## src/rtl/debouncer_multi_ch.sv

```systemverilog
// Multi-channel debouncer: one four-state FSM and stability counter per channel.
// Define DEBOUNCE_SYNC_EN to put a two-flop synchroniser in front of every channel.
module debouncer_multi_ch #(
    parameter int CHANNELS     = 4,
    parameter int DELAY_CYCLES = 1000000,
    parameter bit RESET_LEVEL  = 1'b0
) (
    input  logic                clk,
    input  logic                reset_n,
    input  logic [CHANNELS-1:0] noisy,
    output logic [CHANNELS-1:0] debounced,
    output logic [CHANNELS-1:0] rise,
    output logic [CHANNELS-1:0] fall,
    output logic [CHANNELS-1:0] busy
);

    localparam int CW = (DELAY_CYCLES > 1) ? $clog2(DELAY_CYCLES) : 1;
    localparam logic [CW-1:0] TERM = CW'(DELAY_CYCLES - 1);

    typedef enum logic [1:0] {
        STABLE_LO = 2'b00,
        WAIT_HI   = 2'b01,
        STABLE_HI = 2'b10,
        WAIT_LO   = 2'b11
    } state_t;

    localparam state_t HOME = RESET_LEVEL ? STABLE_HI : STABLE_LO;

    logic [CHANNELS-1:0] samp_s;

`ifdef DEBOUNCE_SYNC_EN
    logic [CHANNELS-1:0] meta_r;
    logic [CHANNELS-1:0] sync_r;

    // Two-flop synchroniser, parked at the reset level so reset exit is pulse-free.
    always_ff @(posedge clk or negedge reset_n) begin
        if (!reset_n) begin
            meta_r <= {CHANNELS{RESET_LEVEL}};
            sync_r <= {CHANNELS{RESET_LEVEL}};
        end else begin
            meta_r <= noisy;
            sync_r <= meta_r;
        end
    end

    assign samp_s = sync_r;
`else
    assign samp_s = noisy;
`endif

    for (genvar i = 0; i < CHANNELS; i++) begin : g_ch
        state_t        state_r;
        state_t        state_nxt_s;
        logic [CW-1:0] cnt_r;
        logic [CW-1:0] cnt_nxt_s;
        logic          deb_nxt_s;
        logic          busy_nxt_s;
        logic          deb_r;
        logic          rise_r;
        logic          fall_r;
        logic          busy_r;

        // Next-state and counter logic; the terminal compare always leaves WAIT, so cnt never wraps.
        always_comb begin
            state_nxt_s = state_r;
            cnt_nxt_s   = cnt_r;
            case (state_r)
                STABLE_LO: begin
                    if (samp_s[i]) begin
                        state_nxt_s = WAIT_HI;
                        cnt_nxt_s   = {CW{1'b0}};
                    end else begin
                        state_nxt_s = STABLE_LO;
                    end
                end
                WAIT_HI: begin
                    if (!samp_s[i]) begin
                        state_nxt_s = STABLE_LO;
                    end else if (cnt_r == TERM) begin
                        state_nxt_s = STABLE_HI;
                    end else begin
                        cnt_nxt_s = cnt_r + CW'(1'b1);
                    end
                end
                STABLE_HI: begin
                    if (!samp_s[i]) begin
                        state_nxt_s = WAIT_LO;
                        cnt_nxt_s   = {CW{1'b0}};
                    end else begin
                        state_nxt_s = STABLE_HI;
                    end
                end
                WAIT_LO: begin
                    if (samp_s[i]) begin
                        state_nxt_s = STABLE_HI;
                    end else if (cnt_r == TERM) begin
                        state_nxt_s = STABLE_LO;
                    end else begin
                        cnt_nxt_s = cnt_r + CW'(1'b1);
                    end
                end
                default: begin
                    state_nxt_s = HOME;
                end
            endcase
            deb_nxt_s  = (state_nxt_s == STABLE_HI) || (state_nxt_s == WAIT_LO);
            busy_nxt_s = (state_nxt_s == WAIT_HI) || (state_nxt_s == WAIT_LO);
        end

        // State, counter and registered outputs; edge pulses come from comparing old and new level.
        always_ff @(posedge clk or negedge reset_n) begin
            if (!reset_n) begin
                state_r <= HOME;
                cnt_r   <= {CW{1'b0}};
                deb_r   <= RESET_LEVEL;
                rise_r  <= 1'b0;
                fall_r  <= 1'b0;
                busy_r  <= 1'b0;
            end else begin
                state_r <= state_nxt_s;
                cnt_r   <= cnt_nxt_s;
                deb_r   <= deb_nxt_s;
                rise_r  <= deb_nxt_s & ~deb_r;
                fall_r  <= ~deb_nxt_s & deb_r;
                busy_r  <= busy_nxt_s;
            end
        end

        assign debounced[i] = deb_r;
        assign rise[i]      = rise_r;
        assign fall[i]      = fall_r;
        assign busy[i]      = busy_r;
    end

endmodule

```

## config.mk

```make
export PLATFORM = sky130hd
export DESIGN_NAME = debouncer_multi_ch
export DESIGN_NICKNAME = d
export VERILOG_FILES = /design/src/rtl/debouncer_multi_ch.sv
export SDC_FILE = /design/constraint.sdc
export NUM_CORES = 1
export LEC_CHECK = 0
export ABC_AREA = 0
export CAP_MARGIN = 5
export CORE_MARGIN = 4
export CORE_UTILIZATION = 55
export CTS_BUF_LIST = sky130_fd_sc_hd__clkbuf_8
export DETAILED_ROUTE_END_ITERATION = 8
export HOLD_SLACK_MARGIN = 0.1
export PLACE_DENSITY = 0.73
export SYNTH_ARGS = -nofsm -noshare
export SYNTH_HDL_FRONTEND = slang
export SYNTH_SLANG_ARGS = --single-unit
```

## constraint.sdc

```tcl
create_clock -name clk -period 6.1 [get_ports clk]
set_input_delay 1.22 -clock clk [delete_from_list [all_inputs] [get_ports clk]]
set_output_delay 1.22 -clock clk [all_outputs]
set_load 0.05 [all_outputs]
```

== After elaboration in Yosys (flattened, before gate mapping) ==
Cells that the tools add are included.
Storage, ports and cells
  register bits after elaboration: 104
  input bits: 6
  output and inout port bits: 16
Operators by class
  add/sub/neg operators: 4
  equality and inequality tests: 44
  muxes and demuxes: 52
  bitwise logic cells: 16
  reduce and logical (&&, ||, !) cells: 16
Operators by type and width (count)
  2-to-1 mux 20 bit: 20
  one-hot mux 20 bit (4 select lines): 4
  adder 20 x 1 -> 20 bit (second input constant): 4
  equality test 20 bit (second input constant): 4
  equality test 2 bit (second input constant): 16
  2-to-1 mux 2 bit: 16
  inequality test 2 bit (second input constant): 16
  one-hot mux 2 bit (4 select lines): 4
  equality test 2 x 1 -> 1 bit (second input constant): 8
  AND reduction 4 bit: 4
  AND 1 bit: 8
  zero test 2 bit: 4
  logical OR 1 bit: 8
  2-to-1 mux 1 bit: 8
  inverter 1 bit: 8

== Longest topological paths before layout ==
Gate-level depths: netlist of the first run.
  word-level depth: 8
  gate-level depth with buffers: 8
  mapped depth without buffers: 7

== Worst setup path before layout of the first run ==
No wires, ideal clock.
  path kind: in2reg
  start: in noisy[0]
  end: reg g_ch[0].cnt_r[16]
  setup time: 0.134 ns
  arrival time: 2.341 ns
  data required time: 5.966 ns
  path slack: 3.625 ns
  stages: 5
  path through: xnor2_1 nor4b_1 nand2_1 xnor2_1 nor2b_1
On the way
  word-level cells in the longest chain between the ends: 2
Ends and longest elaborated chain
  start, declared: line 10  | input logic [CHANNELS-1:0] noisy,
  inequality test 2 bit (no line)
  AND reduction 4 bit (no line) *
  end signal, assigned: line 114  | cnt_r <= {CW{1'b0}};
  end signal, assigned: line 121  | cnt_r <= cnt_nxt_s;
  end, declared: line 54  | logic [CW-1:0] cnt_r;
Mark *: on every way between the ends. The rest lies on a longest branch, timed or not.
A chain may end at the register's enable or synchronous reset.

== Final worst setup path of the first run ==
  start: reg g_ch[2].busy_r
  end: out busy[2]
RTL lines
  start, declared: line 61  | logic busy_r;
  start signal, assigned: line 125  | busy_r <= busy_nxt_s;
  end, declared: line 14  | output logic [CHANNELS-1:0] busy
No word-level cell between the ends.

==> flow_summary_export.csv, run 1 <==
group,metric,value,unit
run_status,status,"finished, final reports clean",
yosys,synth_cell_types,61,
yosys,yosys.area.top_type,"dfrtp_1",
power_and_ir_drop,finalPower,1380,uW
route,via_count,4564,
grt,grt_max_degree,52,
worst_setup_path,setup.worst_path.class,"reg2out",
cts,clock_latency,0.37,ns
sta,setup_viol,0,
yosys,async_flop_share,1.00,
floorplan,core_area,9680,um^2
route,drt_iter0_markers,262,
yosys,synth_edf_count,0,
cts,cts_max_level,3,
cts,ctsHoldBuffers,0,
yosys,synth-compound-area-share,0.183,
yosys,synth_cells,611,
cts,numCtsBuffers,9,
sta,fmax,302,MHz
cts,clk_pin_slew,0.09,ns
yosys,synthAdderAreaFrac,0.00920,
yosys,synth_top_family_by_area,"simple AND/OR/NAND/NOR gates",
worst_setup_path,endpoint_kind,"primary output",
yosys,synth_area_leaders,"dfrtp_1 46%, nand2_1 4.9%, o21ai_0 4.9%, nand3_1 4.2%, o31ai_1 4.1%",
power_and_ir_drop,swShare,0.295,
route,wire_per_inst,15.3,um
yosys,synthMuxAreaShare,0.0124,
floorplan,initial_core_util,0.562,
placement,placed_area,5580,um^2
route,ant_nets,0,
worst_setup_path,path_delay_family,"buffers and inverters",
worst_setup_path,slowest_delay,0.93,ns
worst_setup_path,path_max_fanout,21,
yosys,yosys.area_share.xor_xnor,0.0145,
worst_hold_path,hold_path_depth,1,
placement,dpl.hpwl,7.71,mm
grt,grt_first_pass_wirelength,19.9,mm
yosys,syn_avg_cell_area,8.91,um^2
sta,hold_violations,0,
worst_setup_path,worst_ep_required_time,4.88,ns
floorplan,chipHeight,107,um
grt,antenna_found_initial,0,
cts,cts_tree,"built",
sta,finClkSkew,0.0105,ns
worst_setup_path,r2r_end,"g_ch[1].cnt_r[14]",
worst_hold_path,hold_end,"g_ch[2].rise_r",
yosys,synthFlopType,"dfrtp_1",
final_layout,fin_nets,611,
sta,worstMarginPinSlew,1.15,ns
grt,grt.overflow.total,0,
worst_hold_path,hp-start,"g_ch[2].deb_r",
floorplan,die_w,107,um
yosys,synth_seq_cells,100,
power_and_ir_drop,p_comb_frac,0.125,
placement,portBuffers,21,
final_layout,drive_above_1_share,0.0545,
power_and_ir_drop,power.switching,407,uW
sta,slew_headroom,0.232,
sta,fin_crit_sh,0.543,
sta,tns,0,ns
cts,clockRootBuffer,"clkbuf_8",
power_and_ir_drop,ir_worst_vdd,194,uV
cts,clock_path_buffers,2,
final_layout,syn_to_final_growth,6.09,%
grt,grt_pass1_vias,4278,
worst_setup_path,reg2reg_from,"g_ch[1].cnt_r[0]",
yosys,yosysWarnings,0,
worst_setup_path,arrival,2.09,ns
final_layout,final_core_util,0.596,
yosys,synthSimpleGateAreaFrac,0.261,
floorplan,ios,22,
worst_setup_path,slowest_stage,"clkdlybuf4s50_1",
sta,report.final.slew_viol_count,0,
cts,postCtsSetupRepairBufs,0,
route,wirelength,11.3,mm
worst_setup_path,worstRegToRegCells,6,
yosys,ys_seq_area_frac,0.460,
placement,globalplace.congestion,0.896,
worst_setup_path,cp_num_buf_inv,1,
power_and_ir_drop,p_seq_frac,0.571,
job,maxCapViolCount,0,
worst_hold_path,holdCritPathClass,"reg2reg",
cts,clock_sinks,100,
power_and_ir_drop,powerDensity,239,nW/um^2
yosys,synth_top_cell_area_share,0.460,
final_layout,num_antenna_cells,0,
power_and_ir_drop,clockPowerShare,0.305,
power_and_ir_drop,internal_power,972,uW
route,dr.pass1.iters,5,
sta,hold_slack,0.455,ns
power_and_ir_drop,p_leak,0.00232,uW
yosys,synthesis.area,5440,um^2
worst_setup_path,cp-start-kind,"flip-flop",
worst_setup_path,path_cells,"clkdlybuf4s50_1",
final_layout,fin_area,5770,um^2
grt,track_usage,0.209,
sta,rsz0062_at_grt,"no",
sta,fin_crit,3.31,ns
floorplan,die-area,11500,um^2
worst_setup_path,reg2reg_slack,3.60,ns
yosys,synth_nets,621,
floorplan,rows,36,
cts,cts_resized,0,
route,drc_errors,0,
route,viasPerCell,6.18,
## synth_stat cells (14+ instances only)
| master | instances |
|---|---|
| dfrtp_1 | 100 |
| nand2_1 | 71 |
| o21ai_0 | 53 |
| nand3_1 | 46 |
| nor2_1 | 42 |
| o31ai_1 | 30 |
| a21oi_1 | 22 |
| nand4_1 | 21 |
| inv_1 | 19 |
| buf_4 | 17 |
| clkbuf_1 | 17 |
| a31oi_1 | 14 |
## power groups by stage
stage / registers [uW] / clock network [uW] / logic, uW
2_1_floorplan: 767 / 0 / 146
5_1_grt: 797 / 458 / 200
6_report: 787 / 420 / 172
3_3_place_gp: 796 / 0 / 169
3_5_place_dp: 798 / 0 / 174
4_1_cts: 786 / 433 / 174
## per-stage QoR
stage          worst slack [ns]  instances
2_1_floorplan              3.63        611
3_3_place_gp               2.86        723
3_5_place_dp               2.77        723
4_1_cts                    2.77        738
5_1_grt                    2.71        738
6_report                   2.79        738
## flip-flops by register name (all words and copies together), names as in the netlist
name          count
g_ch.busy_r       4
g_ch.fall_r       4
g_ch.rise_r       4
g_ch.state_r      4
g_ch.cnt_r       80
g_ch.deb_r        4
## logic make-up (layout without fill, tap and decap cells)
logic type,count (synthesis),in the layout
AND/OR/NAND/NOR,272,272
adder cells (fa/ha/maj),4,4
flip-flops,100,100
AO/OA/AOI/OAI,155,155
XOR/XNOR,9,9
multiplexers,6,6
buffers and inverters,65,59
## cell usage in the layout, fill, tap and decap left out, types with 3 or more instances in the layout
master           synthesis  routed
xnor2_1                  7       7
nand2_1                 71      71
clkbuf_8                 0      10
a21oi_1                 22      22
buf_4                   17       3
clkdlybuf4s50_1          0      20
nor2_1                  42      42
dfrtp_1                100     100
or3_1                    5       5
nor3_1                  10      10
and4_1                   5       5
and2_1                   6       6
nand2b_1                 5       5
or4_1                    8       8
mux2i_1                  3       3
nand3_1                 46      46
nand4_1                 21      21
o22ai_1                  3       3
o41ai_1                  7       7
a31oi_1                 14      14
inv_1                   19      20
o21ai_0                 53      53
or2_2                    7       7
o211ai_1                 5       5
nor3b_1                  6       6
nor4b_1                  5       5
ha_1                     4       4
nor4_1                  12      12
a21o_1                   6       6
and3_1                  10      10
o31ai_1                 30      30
## routing by layer
layer / wire, um / part of all wire / GRT usage
met1: 5290 / 0.47 / 0.287
met2: 5210 / 0.46 / 0.332
met3: 637 / 0.056 / 0.0498
met4: 148 / 0.013 / 0.0568
met5: 0 / 0 / 0
## how the worst max path moves through the flow
stage	from	cells after the start	slack, ns	endpoint
after floorplan	noisy[0]	5	3.63	g_ch[0].cnt_r[16]
after detailed placement	noisy[0]	6	2.77	g_ch[0].cnt_r[2]
after global routing	g_ch[2].busy_r	1	2.71	busy[2]
after global placement	noisy[0]	6	2.86	g_ch[0].cnt_r[2]
after CTS	g_ch[2].busy_r	1	2.77	busy[2]
final	g_ch[2].busy_r	1	2.79	busy[2]
## final cells by class
type / instances / area [um^2]
Multi-Input combinational cell: 446 / 2610
Tap cell: 133 / 166
Inverter: 21 / 78.8
Timing Repair Buffer: 23 / 223
Fill cell: 847 / 3910
Clock buffer: 10 / 138
Clock inverter: 5 / 52.6
Sequential cell: 100 / 2500
No activity file was read; power rests on OpenSTA's default activity.
==> inputs of run 2 (changes only) <==
PLACE_DENSITY = 0.76   (was 0.73)
clock period = 2.7 ns   (was 6.1 ns; I/O delays follow)
==> flow_summary_export.csv, run 2 (synthesized netlist as in run 1, its figures left out) <==
group,metric,value,unit
final_layout,final_common_cell,"dfrtp_1",
power_and_ir_drop,powerDensity,552,nW/um^2
sta,fmax,460,MHz
placement,globalplace.congestion,0.918,
cts,clock_latency,0.37,ns
cts,cts_tree,"built",
sta,fin_crit_sh,0.805,
sta,hold_violations,0,
sta,fin_crit,2.17,ns
power_and_ir_drop,p_leak,0.00239,uW
route,via_count,4623,
sta,rsz0062_at_grt,"no",
worst_setup_path,setup.worst_path.class,"reg2out",
final_layout,drive_above_1_share,0.0715,
worst_setup_path,r2r_end,"g_ch[0].cnt_r[2]",
worst_setup_path,cp_num_buf_inv,1,
floorplan,ios,22,
worst_setup_path,path_cells,"clkdlybuf4s50_1",
route,wl_met1,5.27,mm
cts,cts_max_level,3,
route,drc_errors,0,
route,ant_nets,0,
route,wl_met2,5.49,mm
worst_setup_path,arrival,1.63,ns
sta,tns,0,ns
grt,grt.overflow.total,0,
worst_setup_path,worst_ep_required_time,2.16,ns
worst_setup_path,path_delay_family,"buffers and inverters",
route,wire_per_inst,15.4,um
grt,antenna_found_initial,0,
cts,clock_sinks,100,
worst_setup_path,reg2reg_slack,0.53,ns
sta,slew_headroom,0.425,
cts,clk_pin_slew,0.10,ns
placement,portBuffers,21,
floorplan,die_w,107,um
sta,finClkSkew,0.0129,ns
final_layout,num_antenna_cells,0,
route,dr.pass1.iters,7,
floorplan,core_area,9680,um^2
grt,grt_first_pass_wirelength,20.1,mm
floorplan,rows,36,
route,drt_iter0_markers,202,
sta,report.final.slew_viol_count,0,
cts,postCtsSetupRepairBufs,0,
route,viasPerCell,6.18,
grt,grt_pass1_vias,4400,
sta,setup_viol,0,
placement,dpl.hpwl,8.00,mm
worst_setup_path,endpoint_kind,"primary output",
grt,grt_max_degree,41,
worst_setup_path,slowest_delay,0.84,ns
floorplan,chipHeight,107,um
route,wirelength,11.5,mm
floorplan,die-area,11500,um^2
worst_setup_path,reg2reg_from,"g_ch[0].cnt_r[8]",
final_layout,final_core_util,0.608,
sta,worstMarginPinSlew,0.855,ns
final_layout,syn_to_final_growth,8.25,%
cts,clock_path_buffers,2,
final_layout,finalNonFillerCells,748,
worst_setup_path,cp-start-kind,"flip-flop",
final_layout,largest_reg_flops,80,
route,route.met3.wl,588,um
grt,track_usage,0.210,
final_layout,final.fill_count,822,
placement,placedCellCount,732,
cts,clockRootBuffer,"clkbuf_8",
final_layout,fin_nets,620,
final_layout,largest-register,"g_ch.cnt_r",
worst_setup_path,path_max_fanout,5,
worst_setup_path,worstRegToRegCells,6,
worst_hold_path,holdCritPathClass,"in2async",
run_status,status,"finished, final reports clean",
floorplan,initial_core_util,0.562,
cts,numCtsBuffers,9,
route,routed.top_layer,"met4",
worst_setup_path,slowest_stage,"clkdlybuf4s50_1",
sta,hold_slack,0.143,ns
power_and_ir_drop,ir_worst_vdd,299,uV
job,maxCapViolCount,0,
final_layout,layout_common_cells,"100 x dfrtp_1, 71 x nand2_1, 53 x o21ai_0, 46 x nand3_1, 42 x nor2_1",
run 2: changes by cell type in the layout (fill, tap and decap cells not counted):
cell       change
buf_4          +8
bufinv_16      +1
clkinv_4       +1
o21bai_1       -1
buf_12         +1
o21bai_2       +1
clkinv_2       -1
run 2: worst max path at each step:
stage                          start           endpoint  cells past startpoint
global route        g_ch[0].cnt_r[8]   g_ch[0].cnt_r[2]                      6
floorplan           g_ch[1].cnt_r[0]      g_ch[1].deb_r                      7
finish                 g_ch[0].deb_r       debounced[0]                      1
CTS                 g_ch[1].cnt_r[0]   g_ch[1].cnt_r[2]                      6
global placement    g_ch[1].cnt_r[0]  g_ch[1].cnt_r[14]                      6
detailed placement  g_ch[1].cnt_r[0]   g_ch[1].cnt_r[2]                      6
run 2: worst register-to-register path, delay by kind of cell, from the launching register on:
| kind | cells | cell delay, ns |
|---|---|---|
| compound gates | 2 | 0.39 |
| flops | 1 | 0.49 |
| buf+inv | 1 | 0.06 |
| simple gates | 3 | 1.11 |
run 2: final cells by class:
cell class | count | area (um^2) | share of cell area
clock inverters | 6 | 86.3 | 0.0147
clock buffers | 10 | 138 | 0.0234
flip-flops and latches | 100 | 2500 | 0.425
multi-input cells | 446 | 2620 | 0.444
inverters | 21 | 78.8 | 0.0134
repair buffers | 32 | 303 | 0.0514
well taps | 133 | 166 | 0.0282
run 2: per-stage QoR:
| step | instance area [um^2] | setup slack (ns) | total power (uW) |
|---|---|---|---|
| 2_1_floorplan | 5440 | 0.592 | 2060 |
| 3_3_place_gp | 5660 | 0.303 | 2190 |
| 3_5_place_dp | 5660 | 0.226 | 2210 |
| 4_1_cts | 5890 | 0.193 | 3280 |
| 5_1_grt | 5890 | 0.279 | 3430 |
| 6_report | 5890 | 0.528 | 3250 |
run 2: per-layer routing:
layer | up-vias | GRT usage
li1 | 2237 | -
met3 | 15 | 0.0420
met4 | 0 | 0.0649
met1 | 2248 | 0.286
met2 | 123 | 0.340
met5 | - | 0
run 2: power by group:
group          internal [uW]  total [uW]  switching [uW]
Clock                    548        1070             521
Combinational            160         416             256
Sequential              1610        1770             164
run 2: timing repair:
| item | CTS | global route |
|---|---|---|
| resized for setup | 0 | 1 |
| hold buffers | 0 | 0 |
| setup endpoints to repair | 0 | 9 |
==> inputs of run 3 (changes only) <==
clock period = 1.8 ns   (was 2.7 ns; I/O delays follow)
==> flow_summary_export.csv, run 3 (synthesized netlist as in run 1, its figures left out) <==
group,metric,value,unit
run_status,status,"finished with violations",
run_status,failed_checks,"negative setup slack",
grt,grt_max_degree,52,
power_and_ir_drop,power.switching,1670,uW
power_and_ir_drop,p_seq_frac,0.486,
worst_setup_path,cp-start-kind,"flip-flop",
placement,placed_area,6450,um^2
floorplan,die_w,107,um
sta,setup_viol,41,
sta,report.final.slew_viol_count,0,
worst_setup_path,path_cells,"or4b_4, or4_4, buf_12, nand3_1, o21ai_1",
sta,fin_crit_sh,1.11,
final_layout,fin_nets,757,
worst_setup_path,endpoint_kind,"flip-flop",
job,maxCapViolCount,0,
sta,worstMarginPinSlew,0.515,ns
cts,cts_tree,"built",
sta,slew_headroom,0.655,
final_layout,syn_to_final_growth,36.8,%
sta,rsz0062_at_grt,"yes",
final_layout,num_antenna_cells,0,
floorplan,initial_core_util,0.562,
final_layout,largest_reg_flops,80,
final_layout,fin_area,7440,um^2
route,drc_errors,0,
cts,cts_max_level,3,
worst_setup_path,path_delay_family,"simple AND/OR/NAND/NOR gates",
floorplan,die-area,11500,um^2
final_layout,layout_common_cells,"144 x buf_4, 96 x dfrtp_1, 61 x nand2_1, 42 x nand3_1, 37 x nor2_1",
grt,grt_util_met2,0.442,
cts,clock_latency,0.38,ns
worst_setup_path,setup.worst_path.class,"reg2reg",
worst_setup_path,path_max_fanout,3,
power_and_ir_drop,p_leak,0.00328,uW
grt,grt_pass1_vias,5393,
floorplan,chipHeight,107,um
grt,grt-busiest-layer,"met2",
worst_setup_path,slowest_stage,"or4_4",
floorplan,ios,22,
sta,fin_ws,-0.204,ns
route,viasPerCell,6.22,
floorplan,rows,36,
worst_setup_path,worst_ep_required_time,2.06,ns
sta,fmax,499,MHz
power_and_ir_drop,clockPowerShare,0.279,
grt,grt.overflow.total,0,
cts,numCtsBuffers,9,
power_and_ir_drop,p_comb_frac,0.235,
worst_hold_path,holdCritPathClass,"in2async",
sta,hold_violations,0,
route,via_count,5506,
placement,globalplace.congestion,0.979,
route,wirelength,15.8,mm
placement,dpl.hpwl,9.57,mm
final_layout,final_common_cell,"buf_4",
grt,antenna_found_initial,0,
placement,pre_cts_ws,-0.199,ns
worst_setup_path,arrival,2.27,ns
grt,use_met3,0.0582,
worst_setup_path,cp_num_buf_inv,1,
sta,finClkSkew,0.0102,ns
grt,track_usage,0.259,
sta,fin_crit,2.00,ns
route,wire_per_inst,17.8,um
route,dr.pass1.iters,5,
sta,hold_slack,0.315,ns
power_and_ir_drop,swShare,0.316,
cts,clockRootBuffer,"clkbuf_8",
final_layout,largest-register,"g_ch.cnt_r",
route,ant_nets,0,
floorplan,core_area,9680,um^2
power_and_ir_drop,ir_worst_vdd,721,uV
power_and_ir_drop,powerDensity,711,nW/um^2
route,drt_iter0_markers,427,
grt,met1_usage,0.322,
sta,tns,-3.41,ns
grt,grt_first_pass_wirelength,24.4,mm
final_layout,drive_above_1_share,0.372,
worst_setup_path,slowest_delay,0.59,ns
cts,clock_path_buffers,2,
cts,clk_pin_slew,0.10,ns
final_layout,final.fill_count,581,
cts,clock_sinks,100,
power_and_ir_drop,internal_power,3620,uW
placement,portBuffers,21,
==> run 3: area by class of cell <==
class | count | area [um^2] | share of cell area
inverter | 21 | 83.8 | 0.0113
sequential | 100 | 2510 | 0.337
clock buffer | 9 | 124 | 0.0166
multi-input combinational | 448 | 3110 | 0.418
timing repair buffer | 167 | 1380 | 0.185
tap | 133 | 166 | 0.0224
clock inverter | 7 | 73.8 | 0.00992
==> run 3: worst register-to-register path: stages, from the launching register on <==
cell     delay (ns)
dfrtp_1        0.42
or4b_4         0.54
or4_4          0.59
buf_12         0.17
nand3_1        0.08
o21ai_1        0.08
==> run 3: worst paths after layout <==
path | slack (ns) | start | end | cells after the start
max | -0.20 | g_ch[1].cnt_r[13] | g_ch[1].cnt_r[3] | 5
min in group clk | 0.48 | g_ch[2].deb_r | g_ch[2].rise_r | 1
min | 0.32 | reset_n | g_ch[2].rise_r | 2
max in group asynchronous | 1.01 | reset_n | g_ch[3].cnt_r[2] | 3
max reg2reg | -0.20 | g_ch[1].cnt_r[13] | g_ch[1].cnt_r[3] | 5
min reg2reg | 0.48 | g_ch[2].deb_r | g_ch[2].rise_r | 1
==> run 3: what timing repair did <==
action	4_1_cts	5_1_grt
gates cloned	2	1
buffers inserted	16	13
pin swaps	11	47
endpoints found under the hold margin	100	0
endpoints found under the setup margin	51	86
gates resized for setup	36	106
hold buffers	1	0
==> run 3: routing by layer <==
layer	share of wire	vias up
met4	0.025	0
met1	0.39	2687
met2	0.52	254
met3	0.061	51
li1	-	2514
met5	0	-
==> run 3: power groups by stage <==
stage               Sequential [uW]  Combinational [uW]  Clock [uW]
floorplan                      2600                 508           0
global placement               2590                 943           0
detailed placement             2600                 985           0
CTS                            2550                1070        1490
global route                   2600                1350        1600
finish                         2570                1240        1470
==> run 3: stage by stage <==
stage,utilization,total power [uW],instances
6_report,0.769,5290,885
5_1_grt,0.769,5550,885
4_1_cts,0.714,5120,872
3_5_place_dp,0.666,3580,837
3_3_place_gp,0.666,3530,837
2_1_floorplan,-,3110,611
